`src/rtl/stage4_vreg_scoreboard_pkg.sv`:
```
// ============================================================================
// Module      : stage4_vreg_scoreboard_pkg
// Description : Shared types and constants for the stage-4 vector-register scoreboard.
// Revision    : 1.0 - initial release
// ============================================================================
`default_nettype none

package stage4_vreg_scoreboard_pkg;

    localparam int VSB_DEPTH = 4;
    localparam int VSB_NREG  = 32;
    localparam int VSB_PTR_W = $clog2(VSB_DEPTH) + 1;

    typedef logic [4:0] regsel_t;

    typedef struct packed {
        regsel_t vd;
        logic    vd_used;
    } vsb_entry_t;

endpackage

`default_nettype wire

```
`src/rtl/stage4_vreg_scoreboard.sv`:
```
// ============================================================================
// Module      : stage4_vreg_scoreboard
// Description : In-order vector-register scoreboard (head/commit/tail ring) that
//               stalls issue on RAW/WAW/v0-mask hazards. Optional macro
//               VSB_BYPASS_EN lets a uop issue in its producer's retire cycle.
// Revision    : 1.0 - initial release
// ============================================================================
`default_nettype none

module stage4_vreg_scoreboard
    import stage4_vreg_scoreboard_pkg::*;
#(
    parameter int DEPTH = VSB_DEPTH,
    parameter int NREG  = VSB_NREG
) (
    input  logic            clk_i,
    input  logic            rst_i,
    input  logic            issue_req_i,
    input  regsel_t         vs1_i,
    input  regsel_t         vs2_i,
    input  regsel_t         vd_i,
    input  logic            vs1_used_i,
    input  logic            vs2_used_i,
    input  logic            vd_used_i,
    input  logic            mask_dep_i,
    input  logic            issue_fire_i,
    input  logic            mem_enter_i,
    input  logic            retire_i,
    input  logic            flush_i,
    output logic            vstall_o,
    output logic            sb_full_o,
    output logic            sb_empty_o,
    output logic [NREG-1:0] pend_mask_o
);

    localparam int PTR_W = $clog2(DEPTH) + 1;
    localparam int IDX_W = PTR_W - 1;

    logic [PTR_W-1:0] head_q, commit_q, tail_q;
    logic [PTR_W-1:0] head_d, commit_d, tail_d;
    logic [PTR_W-1:0] w_occ;
    vsb_entry_t       entries_q [DEPTH];

    logic             w_full, w_empty, w_pop, w_commit, w_push;
    logic             w_full_chk, w_hazard;
    logic [NREG-1:0]  w_ent_mask [DEPTH];
    logic [NREG-1:0]  w_ent_chk  [DEPTH];
    logic [NREG-1:0]  w_pend, w_pend_chk;

    assign w_occ   = tail_q - head_q;
    assign w_empty = (head_q == tail_q);
    assign w_full  = (head_q[PTR_W-1] != tail_q[PTR_W-1]) &&
                     (head_q[IDX_W-1:0] == tail_q[IDX_W-1:0]);

    // Protocol-violating mem_enter/retire requests are silently dropped here.
    assign w_pop    = retire_i & (head_q != commit_q);
    assign w_commit = mem_enter_i & (commit_q != tail_q);
    assign w_push   = issue_fire_i & ~flush_i & (~w_full | w_pop);

    always_comb begin
        head_d   = head_q + PTR_W'(w_pop);
        commit_d = commit_q + PTR_W'(w_commit);
        tail_d   = flush_i ? commit_d : tail_q + PTR_W'(w_push);
    end

    always_ff @(posedge clk_i) begin
        if (rst_i) begin
            head_q   <= '0;
            commit_q <= '0;
            tail_q   <= '0;
        end else begin
            head_q   <= head_d;
            commit_q <= commit_d;
            tail_q   <= tail_d;
        end
    end

    always_ff @(posedge clk_i) begin
        if (w_push) begin
            entries_q[tail_q[IDX_W-1:0]] <= '{vd: vd_i, vd_used: vd_used_i};
        end
    end

    for (genvar i = 0; i < DEPTH; i++) begin : g_ent
        logic [IDX_W-1:0] w_off;
        logic             w_valid;
        assign w_off      = IDX_W'(i) - head_q[IDX_W-1:0];
        assign w_valid    = ({1'b0, w_off} < w_occ);
        assign w_ent_mask[i] = (w_valid & entries_q[i].vd_used) ?
                               (NREG'(1) << entries_q[i].vd) : '0;
`ifdef VSB_BYPASS_EN
        // The retiring head writes back this cycle, so it no longer blocks readers.
        assign w_ent_chk[i] = (w_pop && (head_q[IDX_W-1:0] == IDX_W'(i))) ?
                              '0 : w_ent_mask[i];
`else
        assign w_ent_chk[i] = w_ent_mask[i];
`endif
    end

    always_comb begin
        w_pend     = '0;
        w_pend_chk = '0;
        for (int i = 0; i < DEPTH; i++) begin
            w_pend     = w_pend | w_ent_mask[i];
            w_pend_chk = w_pend_chk | w_ent_chk[i];
        end
    end

`ifdef VSB_BYPASS_EN
    assign w_full_chk = w_full & ~w_pop;
`else
    assign w_full_chk = w_full;
`endif

    assign w_hazard = (vs1_used_i & w_pend_chk[vs1_i]) |
                      (vs2_used_i & w_pend_chk[vs2_i]) |
                      (vd_used_i  & w_pend_chk[vd_i])  |
                      (mask_dep_i & w_pend_chk[0]);

    assign vstall_o    = issue_req_i & (w_hazard | w_full_chk);
    assign sb_full_o   = w_full;
    assign sb_empty_o  = w_empty;
    assign pend_mask_o = w_pend;

    a_commit_ok: assert property (@(posedge clk_i) disable iff (rst_i)
        mem_enter_i |-> (commit_q != tail_q));
    a_retire_ok: assert property (@(posedge clk_i) disable iff (rst_i)
        retire_i |-> (head_q != commit_q));

endmodule

`default_nettype wire

```
`config.mk`:
```
export PLATFORM = sky130hd
export DESIGN_NAME = stage4_vreg_scoreboard
export DESIGN_NICKNAME = d
export VERILOG_FILES = /design/src/rtl/stage4_vreg_scoreboard_pkg.sv /design/src/rtl/stage4_vreg_scoreboard.sv
export SDC_FILE = /design/constraint.sdc
export NUM_CORES = 1
export LEC_CHECK = 0
export ABC_AREA = 1
export CAP_MARGIN = 20
export CORE_ASPECT_RATIO = 0.6
export CORE_UTILIZATION = 50
export CTS_BUF_LIST = sky130_fd_sc_hd__clkbuf_2
export DETAILED_ROUTE_END_ITERATION = 7
export PLACE_DENSITY = 0.73
export SYNTH_ARGS = -nofsm -noshare
export SYNTH_HDL_FRONTEND = slang
export SYNTH_SLANG_ARGS = --single-unit
```
`constraint.sdc`:
```
create_clock -name clk_i -period 4.1 [get_ports clk_i]
set_input_delay 0.615 -clock clk_i [delete_from_list [all_inputs] [get_ports clk_i]]
set_output_delay 0.615 -clock clk_i [all_outputs]
set_load 0.02 [all_outputs]
```
### Word-level counts from Yosys, hierarchy flattened

Memory sizes are Yosys's and may differ from the RTL's.
Index checks and enable logic that the tools add are counted.

* bits in registers: 9
* latch bits: 0
* memory bits (writable): 24
* bits in read-only memories: 0
* output and inout port bits: 35
* logic and storage cells: 65
* memories kept: 1

Memory list
* entries_q: words 4, width 6, read ports 4, clocked after Yosys merged registers in 0, write ports 1, line stage4_vreg_scoreboard.sv:42 `vsb_entry_t entries_q [DEPTH];`

* $add $sub $neg: 8
* $mul: 0
* div/mod/pow operators: 0
* $lt $le $gt $ge: 7
* equal/unequal tests: 5
* shifts and indexed selects: 4
* multiplexer cells: 13
* bitwise gates (word level): 23
* reduce and logical (&&, ||, !) cells: 1

Operators with widths (number)
* 32-bit 2-to-1 mux: 4
* 1-bit by 5-bit left shift with 32-bit output, first input constant: 4
* 32-bit OR: 3
* 5-bit by 6-bit < comparator with 1-bit output, second input constant: 3
* 1-bit binary-select mux with 5-bit select: 3
* 1-bit bitwise AND: 13
* 2-bit by 3-bit < comparator with 1-bit output: 4
* 3-bit by 1-bit adder with 3-bit output: 3
* 3-bit != test: 2
* 1-bit 2-to-1 mux: 5
* 1-bit OR: 5
* 1-bit by 2-bit subtractor with 2-bit output, first input constant: 2
* 2-bit subtractor, first input constant: 2
* 3-bit == test: 1
* 3-bit 2-to-1 mux: 1
* 3-bit subtractor: 1
* 2-bit == test: 1
* 1-bit NOT: 2
* 1-bit logical AND: 1
* 1-bit != test: 1

### Depth between registers and ports, before layout

* word-level depth: 15
* gate-level depth with buffers: 25
* mapped depth without buffers: 25

### Least setup slack after synthesis

OpenSTA, ideal clock, no wires.

* path type: register -> output
* start: register tail_q[0]
* end: output vstall_o
* arrival time: 3.082 ns
* slack: 0.403 ns
* cell stages (with the launch flop): 22
* buffers on the path: 1
* cell sequence: dfxtp_1 > inv_1 > ha_1 > inv_1 > fa_1 > inv_1 > ha_1 > o21bai_1 > nand3_4 > buf_4 > nand3_1 > nand4_1 > nand2_1 > nand3_1 > nand3_1 > nand3_1 > nand2_1 > nand2_1 > nand3_1 > nand2_1 > nor2_1 > nor2_1

* word-level cells in the longest chain between the ends: 15

RTL lines
* start, declared: line stage4_vreg_scoreboard.sv:39 `logic [PTR_W-1:0] head_q, commit_q, tail_q;`
* start signal, assigned: line stage4_vreg_scoreboard.sv:74 `tail_q <= tail_d;`
* 3-bit subtractor *: line stage4_vreg_scoreboard.sv:50 `assign w_occ = tail_q - head_q;`
* 2-bit by 3-bit < comparator with 1-bit output: line stage4_vreg_scoreboard.sv:88 `assign w_valid = ({1'b0, w_off} < w_occ);`
* 1-bit bitwise AND: line stage4_vreg_scoreboard.sv:89 `assign w_ent_mask[i] = (w_valid & entries_q[i].vd_used) ?`
* 32-bit 2-to-1 mux: line stage4_vreg_scoreboard.sv:89
* 32-bit OR (2 in series)
* 32-bit OR *
* net pend_mask_o[26]: line stage4_vreg_scoreboard.sv:33 `output logic [NREG-1:0] pend_mask_o`
* 1-bit binary-select mux with 5-bit select, on equally long branches: line stage4_vreg_scoreboard.sv:115, stage4_vreg_scoreboard.sv:116
* 1-bit 2-to-1 mux, on equally long branches: line stage4_vreg_scoreboard.sv:115, stage4_vreg_scoreboard.sv:116
* 1-bit bitwise AND, on equally long branches: line stage4_vreg_scoreboard.sv:115, stage4_vreg_scoreboard.sv:116
* 1-bit OR: line stage4_vreg_scoreboard.sv:115 `assign w_hazard = (vs1_used_i & w_pend_chk[vs1_i]) |`
* 1-bit OR *: line stage4_vreg_scoreboard.sv:116 `(vs2_used_i & w_pend_chk[vs2_i]) |`
* 1-bit OR *: line stage4_vreg_scoreboard.sv:117 `(vd_used_i & w_pend_chk[vd_i]) |`
* 1-bit OR *: line stage4_vreg_scoreboard.sv:120 `assign vstall_o = issue_req_i & (w_hazard | w_full_chk);`
* 1-bit bitwise AND *: line stage4_vreg_scoreboard.sv:120
* end, declared: line stage4_vreg_scoreboard.sv:30 `output logic vstall_o,`

The timed path passes the listed nets; every way through them passes the cells marked *. The select of a mux whose other input is x is not followed.

### Worst setup path after layout

* start: register tail_q[0]
* end: output vstall_o

* word-level cells in the longest chain between the ends: 15

RTL lines
* 3-bit subtractor: line stage4_vreg_scoreboard.sv:50
* 2-bit by 3-bit < comparator with 1-bit output: line stage4_vreg_scoreboard.sv:88
* 1-bit bitwise AND: line stage4_vreg_scoreboard.sv:89
* 32-bit 2-to-1 mux: line stage4_vreg_scoreboard.sv:89
* 32-bit OR (3 in series): line stage4_vreg_scoreboard.sv:105 `w_pend_chk = w_pend_chk | w_ent_chk[i];`
* 1-bit binary-select mux with 5-bit select, on equally long branches: line stage4_vreg_scoreboard.sv:115, stage4_vreg_scoreboard.sv:116
* 1-bit 2-to-1 mux, on equally long branches: line stage4_vreg_scoreboard.sv:115, stage4_vreg_scoreboard.sv:116
* 1-bit bitwise AND, on equally long branches: line stage4_vreg_scoreboard.sv:115, stage4_vreg_scoreboard.sv:116
* 1-bit OR: line stage4_vreg_scoreboard.sv:115
* 1-bit OR: line stage4_vreg_scoreboard.sv:116
* 1-bit OR: line stage4_vreg_scoreboard.sv:117
* 1-bit OR *: line stage4_vreg_scoreboard.sv:120
* 1-bit bitwise AND *: line stage4_vreg_scoreboard.sv:120

Mark *: on every way between the ends. The rest lies on a longest branch, timed or not. The select of a mux whose other input is x is not followed.

==> run summary <==
CP max-delay cell - fa_1
Ant. Diodes - 0
Setup slack, reg-to-reg - 1.30 ns
Post-CTS Hold Fix Bufs - 0
Max_slew headroom - 0.3335
Share of cells above drive strength 1 - 0.2223
Synth Warn # - 0
Total congestion overflow - 0
CP Data Required Time - 3.48 ns
Area occupied by multi-input gates - 0.003714 mm2
Pwr Total - 0.002164 W
Pwr/cell area - 327.4 mW/mm2
Worst path buffer plus inverter count - 7
Clock skew - 0.04917 ns
Initial core utilization - 0.5261
DRT antenna net count - 0
Static leakage - 3.458 nW
GRT Resource Usage Total - 0.4424
TritonCTS buffer count - 5
Crit Path Max Fanout - 8
Via count - 7038
Die ar. - 0.01026 mm2
Endpoints failing hold - 0
Crit path kind - flop to output pin
Critical Path AT - 3.94 ns
Drt drc - 15
Post-Syn Area per Cell - 5.589 um2
CP endpoint kind - output pin
Cell count after synthesis - 881
Die height - 78.87 um
Synth top area share - 0.1883
RSZ-0062 raised after global routing - yes
Routed WL per cell - 20.39 um
GPL Wtd Cong - 1.050
Yosys cell types - 41
Family with the most delay on the worst path - simple AND/OR/NAND/NOR gates
Number of synthesized flops with an enable pin - 24
Ports - 61
Register area - 903.4 um2
Row cnt - 27
Mapped Area - 0.004923 mm2
Clk pin slew, worst setup/hold paths - 0.19 ns
Syn nets - 921
H-Tree Depth - 2
First-pass GRT wire length - 33800 um
Largest stage delay on the critical path - 0.52 ns
Vias in the first global route - 6062
Sink Count - 33
Core area - 0.009358 mm2
FF+latch count, synth - 33
Horiz. Die Dim - 130.1 um
Largest net degree at the start of global routing - 27
Slew Limit Fails - 0
Primary FF master, synth - edfxtp_1
Post-synth ARST share - 0
Final period util - 1.110
Initial antenna violation count - 0
Peak supply drop - 0.0003473 V
Post-layout worst setup margin - -0.4521 ns
Total Routed Length - 22910 um
Yosys top cell by area - nand2_1
# Max-Cap Violations - 0
Failing checks - design-rule violations, negative setup slack
Drt first pass iters - 8
Clk_lat worst skew - 0.46 ns
Routed vias/inst - 6.262
DP Area - 0.006006 mm2
Area growth syn-to-layout - 34.23%
Port buffer count - 60
Startpoint types - flop
Sequential area share after synthesis - 0.1830
CTS root buffer - clkbuf_2
Clock buffer depth - 2
Starting DRT DRC Count - 1642
CTS tree - built
Fillers - 794
Synth area leaders - nand2_1, nand3_1, edfxtp_1
FMAX - 219.7 MHz
Design area - 0.006609 mm2
Outcome - finished with violations
Min Hold Slack - 0.6488 ns
Setup violators final - 2
Minimum clock period - 4.552 ns
Worst-Margin Slew - 0.9921 ns
Final net count - 1033
Hold WC Path Type - flop to flop
HPWL Detailed - 16810 um
metrics by stage:
| stage | cells | worst slack [ns] | TNS (ns) | utilization |
|---|---|---|---|---|
| floorplan | 881 | 0.4029 | 0 | - |
| global placement | 1089 | -0.3316 | -0.3316 | 0.6418 |
| detailed placement | 1089 | -0.4731 | -0.4731 | 0.6418 |
| CTS | 1107 | -0.3030 | -0.3030 | 0.6726 |
| global route | 1124 | -0.5962 | -0.8152 | 0.7062 |
| finish | 1124 | -0.4521 | -0.5825 | 0.7062 |
state kept, by name, summed over array words and instances, names as in the netlist:
| signal | cells |
|---|---|
| entries_q | 24 |
| commit_q | 3 |
| head_q | 3 |
| tail_q | 3 |
timing repair:
| action | 4_1_cts | 5_1_grt |
|---|---|---|
| pin swaps | 23 | 44 |
| cloned | 1 | 2 |
| setup endpoints to repair | 33 | 19 |
| setup buffers | 9 | 14 |
| endpoints found under the hold margin | 0 | 0 |
| gates resized for setup | 89 | 56 |
tightest hold or removal path: stages (launching register included):
cell and delay [ns]:
dfxtp_1 0.42, xnor2_1 0.18, nor2_1 0.04
cell families after synthesis:
| family | synth area share |
|---|---|
| buffers and inverters | 0.1293 |
| adders and majority gates | 0.03710 |
| DFF | 0.1830 |
| and+or+nand+nor | 0.5990 |
| xor gates and xnor gates | 0.008896 |
| AOI/OAI and AO/OA | 0.04270 |
final cells by class:
| cell class | instances | share of cell area |
|---|---|---|
| Inverter | 88 | 0.05036 |
| Multi-Input combinational cell | 698 | 0.5619 |
| Tap cell | 130 | 0.02461 |
| Timing Repair Buffer | 167 | 0.2200 |
| Clock buffer | 5 | 0.003786 |
| Clock inverter | 3 | 0.002651 |
| Sequential cell | 33 | 0.1367 |
power breakdown:
group,switching [W],leakage [nW],internal [W]
clock,0.000133,0.0304,0.0000400
combinational,0.000888,3.14,0.000691
sequential,0.0000317,0.292,0.000380
synth_stat cells, types with 4 or more instances:
library cell,number
ha_1,13
nand4_2,4
inv_2,4
dfxtp_1,9
buf_1,5
buf_6,4
nand3_1,159
buf_4,4
nand2_2,5
nand3_2,4
nor2_2,6
edfxtp_1,24
nor2_1,139
buf_2,13
nand3_4,4
nand4_1,50
clkbuf_1,34
nand2_1,247
o21ai_0,5
inv_1,82
or2_2,8
nor3_1,15
o21ai_1,14
cell usage in the layout (no fill, tap or decap), drive strengths merged, types with 20 or more instances in the layout:
cell type	count
nand4	54
edfxtp	24
dlygate4sd2	21
nand2	252
o21ai	20
nand3	167
inv	86
buf	104
clkdlybuf4s50	28
nor2	146
worst paths after layout:
check	start	to	cells past startpoint
worst max-delay path	tail_q[0]	vstall_o	25
worst max register to register	head_q[1]	tail_q[2]	12
worst min register to register	head_q[2]	head_q[2]	2
worst min-delay path	head_q[2]	head_q[2]	2
metal layers:
| layer | vias up | track usage | wire, um |
|---|---|---|---|
| met2 | 679 | 0.5670 | 8663 |
| met1 | 3137 | 0.6496 | 9533 |
| met4 | 0 | 0.1314 | 815 |
| met3 | 116 | 0.1840 | 3902 |
| met5 | - | 0 | 0 |
| li1 | 3106 | - | - |
Note: power is estimated with default switching activity, not from simulation.
